$ cat config.mk
export PLATFORM = sky130hd
export DESIGN_NAME = ghr_spec_ckpt_flat
export DESIGN_NICKNAME = d
export VERILOG_FILES = /design/src/rtl/ghr_spec_ckpt_if.sv /design/src/rtl/ghr_spec_ckpt.sv /design/src/flat_wrapper.sv
export SDC_FILE = /design/constraint.sdc
export NUM_CORES = 1
export LEC_CHECK = 0
export ABC_AREA = 1
export ABC_CLOCK_PERIOD_IN_PS = 5800
export CAP_MARGIN = 20
export CORE_MARGIN = 5
export CORE_UTILIZATION = 50
export DETAILED_ROUTE_END_ITERATION = 8
export GPL_ROUTABILITY_DRIVEN = 1
export PLACE_DENSITY_LB_ADDON = 0.25
export SYNTH_ARGS = -nofsm -noshare
export SYNTH_HDL_FRONTEND = slang
export SYNTH_SLANG_ARGS = --single-unit
$ cat constraint.sdc
create_clock -name clk -period 5.8 [get_ports clk]
set_input_delay 1.16 -clock clk [delete_from_list [all_inputs] [get_ports clk]]
set_output_delay 1.16 -clock clk [all_outputs]
set_load 0.03 [all_outputs]
$ cat src/rtl/ghr_spec_ckpt_if.sv
// Predictor-side bundle for the speculative GHR: predict/resolve handshake plus history/status outputs.
`default_nettype none

interface ghr_spec_ckpt_if #(
  parameter int HISTORY_SIZE = 64,
  parameter int CKPT_DEPTH   = 8
);
  localparam int CNT_W = $clog2(CKPT_DEPTH + 1);

  logic                    pred_valid;
  logic                    pred_taken;
  logic                    pred_ready;
  logic                    resolve_valid;
  logic                    resolve_taken;
  logic                    resolve_mispred;
  logic [HISTORY_SIZE-1:0] spec_history;
  logic [HISTORY_SIZE-1:0] commit_history;
  logic [CNT_W-1:0]        count;
  logic                    empty;
  logic                    full;
  logic                    err_underflow;

  modport master (
    output pred_valid, pred_taken, resolve_valid, resolve_taken, resolve_mispred,
    input  pred_ready, spec_history, commit_history, count, empty, full, err_underflow
  );

  modport slave (
    input  pred_valid, pred_taken, resolve_valid, resolve_taken, resolve_mispred,
    output pred_ready, spec_history, commit_history, count, empty, full, err_underflow
  );
endinterface

`default_nettype wire

$ cat src/rtl/ghr_spec_ckpt.sv
// Speculative global history register with an in-order checkpoint ring for mispredict recovery.
`default_nettype none

module ghr_spec_ckpt #(
  parameter int HISTORY_SIZE = 64,
  parameter int CKPT_DEPTH   = 8
) (
  input  logic          clk,
  input  logic          rst_n,
  ghr_spec_ckpt_if.slave bus
);
  localparam int CNT_W = $clog2(CKPT_DEPTH + 1);
  localparam int PTR_W = $clog2(CKPT_DEPTH);
  localparam logic [CNT_W-1:0] FULL_CNT = CNT_W'(CKPT_DEPTH);

  logic [HISTORY_SIZE-1:0] ckpt_q [CKPT_DEPTH];
  logic [HISTORY_SIZE-1:0] spec_q, spec_d;
  logic [HISTORY_SIZE-1:0] commit_q, commit_d;
  logic [PTR_W-1:0]        wr_ptr_q, wr_ptr_d;
  logic [PTR_W-1:0]        rd_ptr_q, rd_ptr_d;
  logic [CNT_W-1:0]        count_q, count_d;
  logic                    err_q, err_d;

  logic empty, full, resolve_ok, pop, flush, push;

  assign empty      = (count_q == '0);
  assign full       = (count_q == FULL_CNT);
  assign resolve_ok = bus.resolve_valid & ~empty;
  assign flush      = resolve_ok & bus.resolve_mispred;
  assign pop        = resolve_ok & ~bus.resolve_mispred;
  // A predict issued alongside a mispredict is wrong-path and is discarded.
  assign push       = bus.pred_valid & ~full & ~flush;

  always_comb begin
    spec_d   = spec_q;
    commit_d = commit_q;
    wr_ptr_d = wr_ptr_q;
    rd_ptr_d = rd_ptr_q;
    count_d  = count_q;
    err_d    = err_q | (bus.resolve_valid & empty);

    if (resolve_ok) begin
      commit_d = {commit_q[HISTORY_SIZE-2:0], bus.resolve_taken};
    end

    if (flush) begin
      spec_d   = HISTORY_SIZE'({ckpt_q[rd_ptr_q], bus.resolve_taken});
      rd_ptr_d = wr_ptr_q;
      count_d  = '0;
    end else begin
      if (push) begin
        spec_d   = {spec_q[HISTORY_SIZE-2:0], bus.pred_taken};
        wr_ptr_d = wr_ptr_q + 1'b1;
      end
      if (pop) begin
        rd_ptr_d = rd_ptr_q + 1'b1;
      end
      if (push && !pop) begin
        count_d = count_q + 1'b1;
      end else if (pop && !push) begin
        count_d = count_q - 1'b1;
      end
    end
  end

  always_ff @(posedge clk or negedge rst_n) begin
    if (!rst_n) begin
      spec_q   <= '0;
      commit_q <= '0;
      wr_ptr_q <= '0;
      rd_ptr_q <= '0;
      count_q  <= '0;
      err_q    <= 1'b0;
    end else begin
      spec_q   <= spec_d;
      commit_q <= commit_d;
      wr_ptr_q <= wr_ptr_d;
      rd_ptr_q <= rd_ptr_d;
      count_q  <= count_d;
      err_q    <= err_d;
    end
  end

  // Checkpoint payload needs no reset: entries are only read after being written.
  always_ff @(posedge clk) begin
    if (push) begin
      ckpt_q[wr_ptr_q] <= spec_q;
    end
  end

  assign bus.pred_ready     = ~full;
  assign bus.spec_history   = spec_q;
  assign bus.commit_history = commit_q;
  assign bus.count          = count_q;
  assign bus.empty          = empty;
  assign bus.full           = full;
  assign bus.err_underflow  = err_q;

endmodule

`default_nettype wire

$ cat src/flat_wrapper.sv
// flat-port wrapper written by rule: the top's interface ports become plain ports
module ghr_spec_ckpt_flat 
#(
  parameter int HISTORY_SIZE = 64,
  parameter int CKPT_DEPTH   = 8
)
  (clk, rst_n, bus_pred_valid, bus_pred_taken, bus_resolve_valid, bus_resolve_taken, bus_resolve_mispred, bus_pred_ready, bus_spec_history, bus_commit_history, bus_count, bus_empty, bus_full, bus_err_underflow);
  ghr_spec_ckpt_if #(.HISTORY_SIZE(HISTORY_SIZE), .CKPT_DEPTH(CKPT_DEPTH)) bus_i ();
  input  logic clk;
  input  logic rst_n;
  input wire logic [$bits(bus_i.pred_valid)-1:0] bus_pred_valid;
  input wire logic [$bits(bus_i.pred_taken)-1:0] bus_pred_taken;
  input wire logic [$bits(bus_i.resolve_valid)-1:0] bus_resolve_valid;
  input wire logic [$bits(bus_i.resolve_taken)-1:0] bus_resolve_taken;
  input wire logic [$bits(bus_i.resolve_mispred)-1:0] bus_resolve_mispred;
  output wire logic [$bits(bus_i.pred_ready)-1:0] bus_pred_ready;
  output wire logic [$bits(bus_i.spec_history)-1:0] bus_spec_history;
  output wire logic [$bits(bus_i.commit_history)-1:0] bus_commit_history;
  output wire logic [$bits(bus_i.count)-1:0] bus_count;
  output wire logic [$bits(bus_i.empty)-1:0] bus_empty;
  output wire logic [$bits(bus_i.full)-1:0] bus_full;
  output wire logic [$bits(bus_i.err_underflow)-1:0] bus_err_underflow;
  assign bus_i.pred_valid = bus_pred_valid;
  assign bus_i.pred_taken = bus_pred_taken;
  assign bus_i.resolve_valid = bus_resolve_valid;
  assign bus_i.resolve_taken = bus_resolve_taken;
  assign bus_i.resolve_mispred = bus_resolve_mispred;
  assign bus_pred_ready = bus_i.pred_ready;
  assign bus_spec_history = bus_i.spec_history;
  assign bus_commit_history = bus_i.commit_history;
  assign bus_count = bus_i.count;
  assign bus_empty = bus_i.empty;
  assign bus_full = bus_i.full;
  assign bus_err_underflow = bus_i.err_underflow;
  ghr_spec_ckpt #(.HISTORY_SIZE(HISTORY_SIZE), .CKPT_DEPTH(CKPT_DEPTH)) u_core (.clk(clk), .rst_n(rst_n), .bus(bus_i));
endmodule
* Word level (Yosys, flattened, before mapping)
Memory sizes are Yosys's and may differ from the RTL's.
Cells that the tools add are included.
** Storage, ports and cells
- Input bits :: 7
- Memories kept :: 1
- Memory bits (writable) :: 512
- Output and inout port bits :: 136
- Bits in registers :: 139
- Word-level logic and storage cells :: 41
** Operators by class
- Reduce and logical (&&, ||, !) cells :: 9
- $add $sub $neg :: 4
- Equal/unequal tests :: 1
- Bitwise operators :: 11
- Mux-type cells :: 9
** Memories
- u_core.ckpt_q :: words 8, bits a word 64, rd ports 1, clocked after Yosys merged registers in 0, write ports 1, line ghr_spec_ckpt.sv:16 : logic [HISTORY_SIZE-1:0] ckpt_q [CKPT_DEPTH];
** Operators by type and width (number)
- 64-bit two-way mux :: 2
- 4-bit two-way mux :: 3
- 3-bit by 1-bit adder with 3-bit output, second input constant :: 2
- 1-bit bitwise AND :: 6
- 3-bit two-way mux :: 2
- 4-bit by 1-bit adder with 4-bit output, second input constant :: 1
- 4-bit == test, second input constant :: 1
- 4-bit zero test :: 1
- 1-bit inverter :: 4
- 2-bit nonzero test :: 2
- 4-bit by 1-bit subtractor with 4-bit output, second input constant :: 1
- 3-bit nonzero test :: 1
- 1-bit logical AND :: 2
- 1-bit zero test :: 2
- 1-bit two-way mux :: 2
- 2-bit AND reduction :: 1
- 1-bit bitwise OR :: 1

* Depth between registers and ports, before layout
- Depth after elaboration :: 11
- Depth in mapped cells :: 13

* Worst setup path after synthesis
Ideal clock, no wire load.
- Kind :: input -> register
- From :: in bus_resolve_valid
- To :: mem u_core.ckpt_q[0][0] (enable)
- Arrival :: 4.448 ns
- Buffers on the path :: 0
- Cell stages on the path :: 6
- Path slack :: 0.868 ns
- Data required time :: 5.316 ns
- Cell sequence :: inv_1 > a21oi_4 > nand2_2 > nand2_2 > or2_2 > nor2_1
** On the way
- Cells in the longest elaborated chain, start to end :: 6
** Ends and longest elaborated chain
- start: declaration :: line flat_wrapper.sv:13 : input wire logic [$bits(bus_i.resolve_valid)-1:0] bus_resolve_valid;
- 1-bit bitwise AND :: line ghr_spec_ckpt.sv:28 : assign resolve_ok = bus.resolve_valid & ~empty;
- 1-bit bitwise AND :: line ghr_spec_ckpt.sv:29 : assign flush = resolve_ok & bus.resolve_mispred;
- 1-bit inverter :: line ghr_spec_ckpt.sv:32 : assign push = bus.pred_valid & ~full & ~flush;
- 1-bit bitwise AND :: line ghr_spec_ckpt.sv:32
- 1-bit two-way mux :: line ghr_spec_ckpt.sv:86 : if (push) begin
- 1-bit two-way mux (implied by the code) :: line ghr_spec_ckpt.sv:87 : ckpt_q[wr_ptr_q] <= spec_q;
- end: declaration :: line ghr_spec_ckpt.sv:16
Every way passes these cells.

* Final worst setup path
- From :: reg u_core.count_q[2] (netlist: u_core.bus.count[2])
- To :: out bus_empty
** On the way
- Cells in the longest elaborated chain, start to end :: 1
** Ends and longest elaborated chain
- start: declaration :: line ghr_spec_ckpt.sv:21 : logic [CNT_W-1:0] count_q, count_d;
- start signal: assignment :: line ghr_spec_ckpt.sv:79 : count_q <= count_d;
- 4-bit zero test :: line ghr_spec_ckpt.sv:26 : assign empty = (count_q == '0);
- end: declaration :: line flat_wrapper.sv:20 : output wire logic [$bits(bus_i.empty)-1:0] bus_empty;
Every way passes these cells.

==> results.sh <==
export IMPL_slowest_delay_ns=0.67
export IMPL_holdBufCountCts=0
export IMPL_firstDrtPassIters=5
export IMPL_route_met2_wl_um=28600
export IMPL_crit_path_top_delay_cell="clkdlybuf4s50_1"
export IMPL_synth_top_family_by_area="simple AND/OR/NAND/NOR gates"
export IMPL_syn_inst=2193
export IMPL_syn_nets=2205
export IMPL_worst_slack_ns=2.42
export IMPL_power_total_mw=16.2
export IMPL_cts_tree="built"
export IMPL_dieWidth_um=235
export IMPL_end_kind="primary output"
export IMPL_postCtsSetupBuffers=0
export IMPL_p_int_mw=10.3
export IMPL_synth_cell_types=26
export IMPL_wl_met3_um=4650
export IMPL_drv_cap=0
export IMPL_path_class="flip-flop to primary output"
export IMPL_fin_crit_sh_pct=58.3
export IMPL_synth_compound_area_share_pct=5.35
export IMPL_switching_power_mw=5.87
export IMPL_numCtsBuffers=67
export IMPL_ir_worst_vdd_mv=0.324
export IMPL_worst_pin_slew_ns=1.10
export IMPL_hp_class="flip-flop to flip-flop"
export IMPL_grt_pass1_vias=16400
export IMPL_portBuffers=142
export IMPL_power_density_nw_per_um2=550
export IMPL_slew_viol_final=0
export IMPL_path_buf_inv=2
export IMPL_yosysSeqAreaShare_pct=73.5
export IMPL_max_freq_mhz=296
export IMPL_cp_top_family="buffers and inverters"
export IMPL_synth_fa_ha_area_share_pct=0.277
export IMPL_m1WireLength_um=25500
export IMPL_clkTransAtPathRegs_ns=0.06
export IMPL_drc=0
export IMPL_dieArea_um2=55200
export IMPL_clock_sinks=643
export IMPL_fin_crit_ns=3.38
export IMPL_fill_cells=4055
export IMPL_p_sw_share_pct=36.3
export IMPL_area_growth_pct=16.3
export IMPL_ys_ff_latch=643
export IMPL_vias=16800
export IMPL_cts_resized=0
export IMPL_place_worst_setup_slack_ns=1.99
export IMPL_grt_overflow_total=0
export IMPL_hpwlAfterDp_um=28900
export IMPL_grt_start_max_net_pins=162
export IMPL_cts_root_buf="clkbuf_16"
export IMPL_grt_usage_pct=21.1
export IMPL_p_comb_share_pct=28.9
export IMPL_die_y_um=235
export IMPL_design_area_um2=29400
export IMPL_fp_coreArea_um2=50100
export IMPL_skew_ns=0.0184
export IMPL_clk_path_buf_depth=3
export IMPL_finalSetupViolations=0
export IMPL_drtIter0Drc=1714
export IMPL_routed_wl_um=59800
export IMPL_cp_max_fo=5
export IMPL_rows=82
export IMPL_antenna_found_initial=0
export IMPL_crit_chain="nor2_1 -> nand2_1 -> inv_1 -> clkdlybuf4s50_1"
export IMPL_yosys_area_share_simple_pct=18.1
export IMPL_outcome="finished clean"
export IMPL_muxShareOfSynthArea_pct=0
export IMPL_syn_area_per_cell_um2=11.5
export IMPL_postPlaceCellArea_um2=27300
export IMPL_num_io_pins=143
export IMPL_final_nets=2310
export IMPL_gp_congestion=0.762
export IMPL_initial_utilization_pct=50.5
export IMPL_vias_per_cell=5.55
export IMPL_fin_setup_tns_ns=0
export IMPL_clkLatencyLatePin_ns=0.58
export IMPL_drive_gt1_share_pct=5.83
export IMPL_cp_data_required_time_ns=4.64
export IMPL_ys_warn_count=0
export IMPL_timing_slew_headroom_pct=26.8
export IMPL_synth_area_um2=25300
export IMPL_hold_viol_final=0
export IMPL_start_kind="flip-flop"
export IMPL_n_antenna_cell=0
export IMPL_ant_nets=0
export IMPL_seqPwrFrac_pct=45.1
export IMPL_wl_per_cell_um=19.8
export IMPL_power_frac_clock_pct=25.9
export IMPL_synth_xor_area_share_pct=0.0692
export IMPL_grt_pass1_wl_um=93400
export IMPL_rsz0062_at_grt="no"
export IMPL_top_layer="met4"
export IMPL_worstPathArrival_ns=2.22
export IMPL_cts_htree_levels=3
export IMPL_leakagePower_nw=10.9
-- power groups by stage --
stage | combinational (mW) | sequential [mW] | clock [mW]
final | 4.68 | 7.30 | 4.19
after detailed placement | 4.70 | 7.39 | 0
after CTS | 4.72 | 7.30 | 4.26
after floorplan | 2.67 | 7.54 | 0
after global placement | 4.59 | 7.34 | 0
after global routing | 5.15 | 7.44 | 4.46
-- worst paths after layout --
kind	endpoint	slack (ns)	from	depth (start not counted)
max in group asynchronous	u_core.rd_ptr_q[0]	3.90	rst_n	2
worst min register to register	u_core.bus.err_underflow	0.48	u_core.bus.err_underflow	1
worst max-delay path	bus_empty	2.42	u_core.bus.count[2]	4
worst max register to register	u_core.bus.spec_history[30]	2.58	u_core.rd_ptr_q[1]	7
min in group asynchronous	u_core.bus.spec_history[42]	0.61	rst_n	1
worst min-delay path	u_core.bus.err_underflow	0.48	u_core.bus.err_underflow	1
-- cell usage in the layout, fill, tap and decap left out, drive strengths merged, types with 5 or more instances in the layout --
cell             n
dfrtp          139
edfxtp         504
nand3          263
buf             24
clkbuf          93
inv             19
bufinv           5
clkdlybuf4s50  141
clkinv          20
nand2          351
nor2           516
o21ai          258
-- Yosys cell counts (all sizes together) --
cell / count / share of area (%)
a21oi: 4 / 0.12
nor2: 516 / 7.7
inv: 17 / 0.25
xor2: 1 / 0.035
fa: 1 / 0.079
o21bai: 1 / 0.030
dfrtp: 139 / 14
nand3: 263 / 5.2
or2: 1 / 0.025
edfxtp: 504 / 60
xnor2: 1 / 0.035
clkbuf: 50 / 0.74
nand2: 351 / 5.2
o221ai: 1 / 0.035
ha: 4 / 0.20
o21ai: 258 / 5.1
o211ai: 2 / 0.059
buf: 79 / 1.7
-- area by class of cell --
| class | count | area, µm² | area share [%] |
|---|---|---|---|
| Multi-Input combinational cell | 1404 | 6090 | 20.7 |
| Sequential cell | 643 | 18600 | 63.3 |
| Timing Repair Buffer | 165 | 1650 | 5.62 |
| Inverter | 17 | 73.8 | 0.251 |
| Clock inverter | 27 | 254 | 0.863 |
| Clock buffer | 93 | 1890 | 6.42 |
| Tap cell | 672 | 841 | 2.86 |
-- state kept, by name, indices dropped and copies added (netlist names) --
signal                     flops
u_core.bus.spec_history       64
u_core.ckpt_q                504
u_core.wr_ptr_q                3
u_core.bus.count               4
u_core.rd_ptr_q                3
u_core.bus.err_underflow       1
u_core.bus.commit_history     64
-- logic make-up (layout without fill, tap and decap cells) --
family,Yosys count,in the layout
fa+ha+maj,5,5
flops,643,643
buf+inv,146,302
compound gates,266,266
xor+xnor,2,2
simple gates,1131,1131
-- metal layers --
| layer | track usage [%] | up-vias |
|---|---|---|
| li1 | - | 7799 |
| met1 | 29.4 | 8271 |
| met2 | 34.0 | 599 |
| met3 | 4.78 | 88 |
| met4 | 5.54 | 0 |
| met5 | 0 | - |
-- per-stage QoR --
| stage | utilization, % | hold slack [ns] | cells |
|---|---|---|---|
| 2_1_floorplan | - | 0.502 | 2193 |
| 3_3_place_gp | 54.4 | 0.463 | 2900 |
| 3_5_place_dp | 54.5 | 0.467 | 2901 |
| 4_1_cts | 58.8 | 0.485 | 3021 |
| 5_1_grt | 58.8 | 0.510 | 3021 |
| 6_report | 58.8 | 0.483 | 3021 |
No activity file was read; power rests on OpenSTA's default activity.
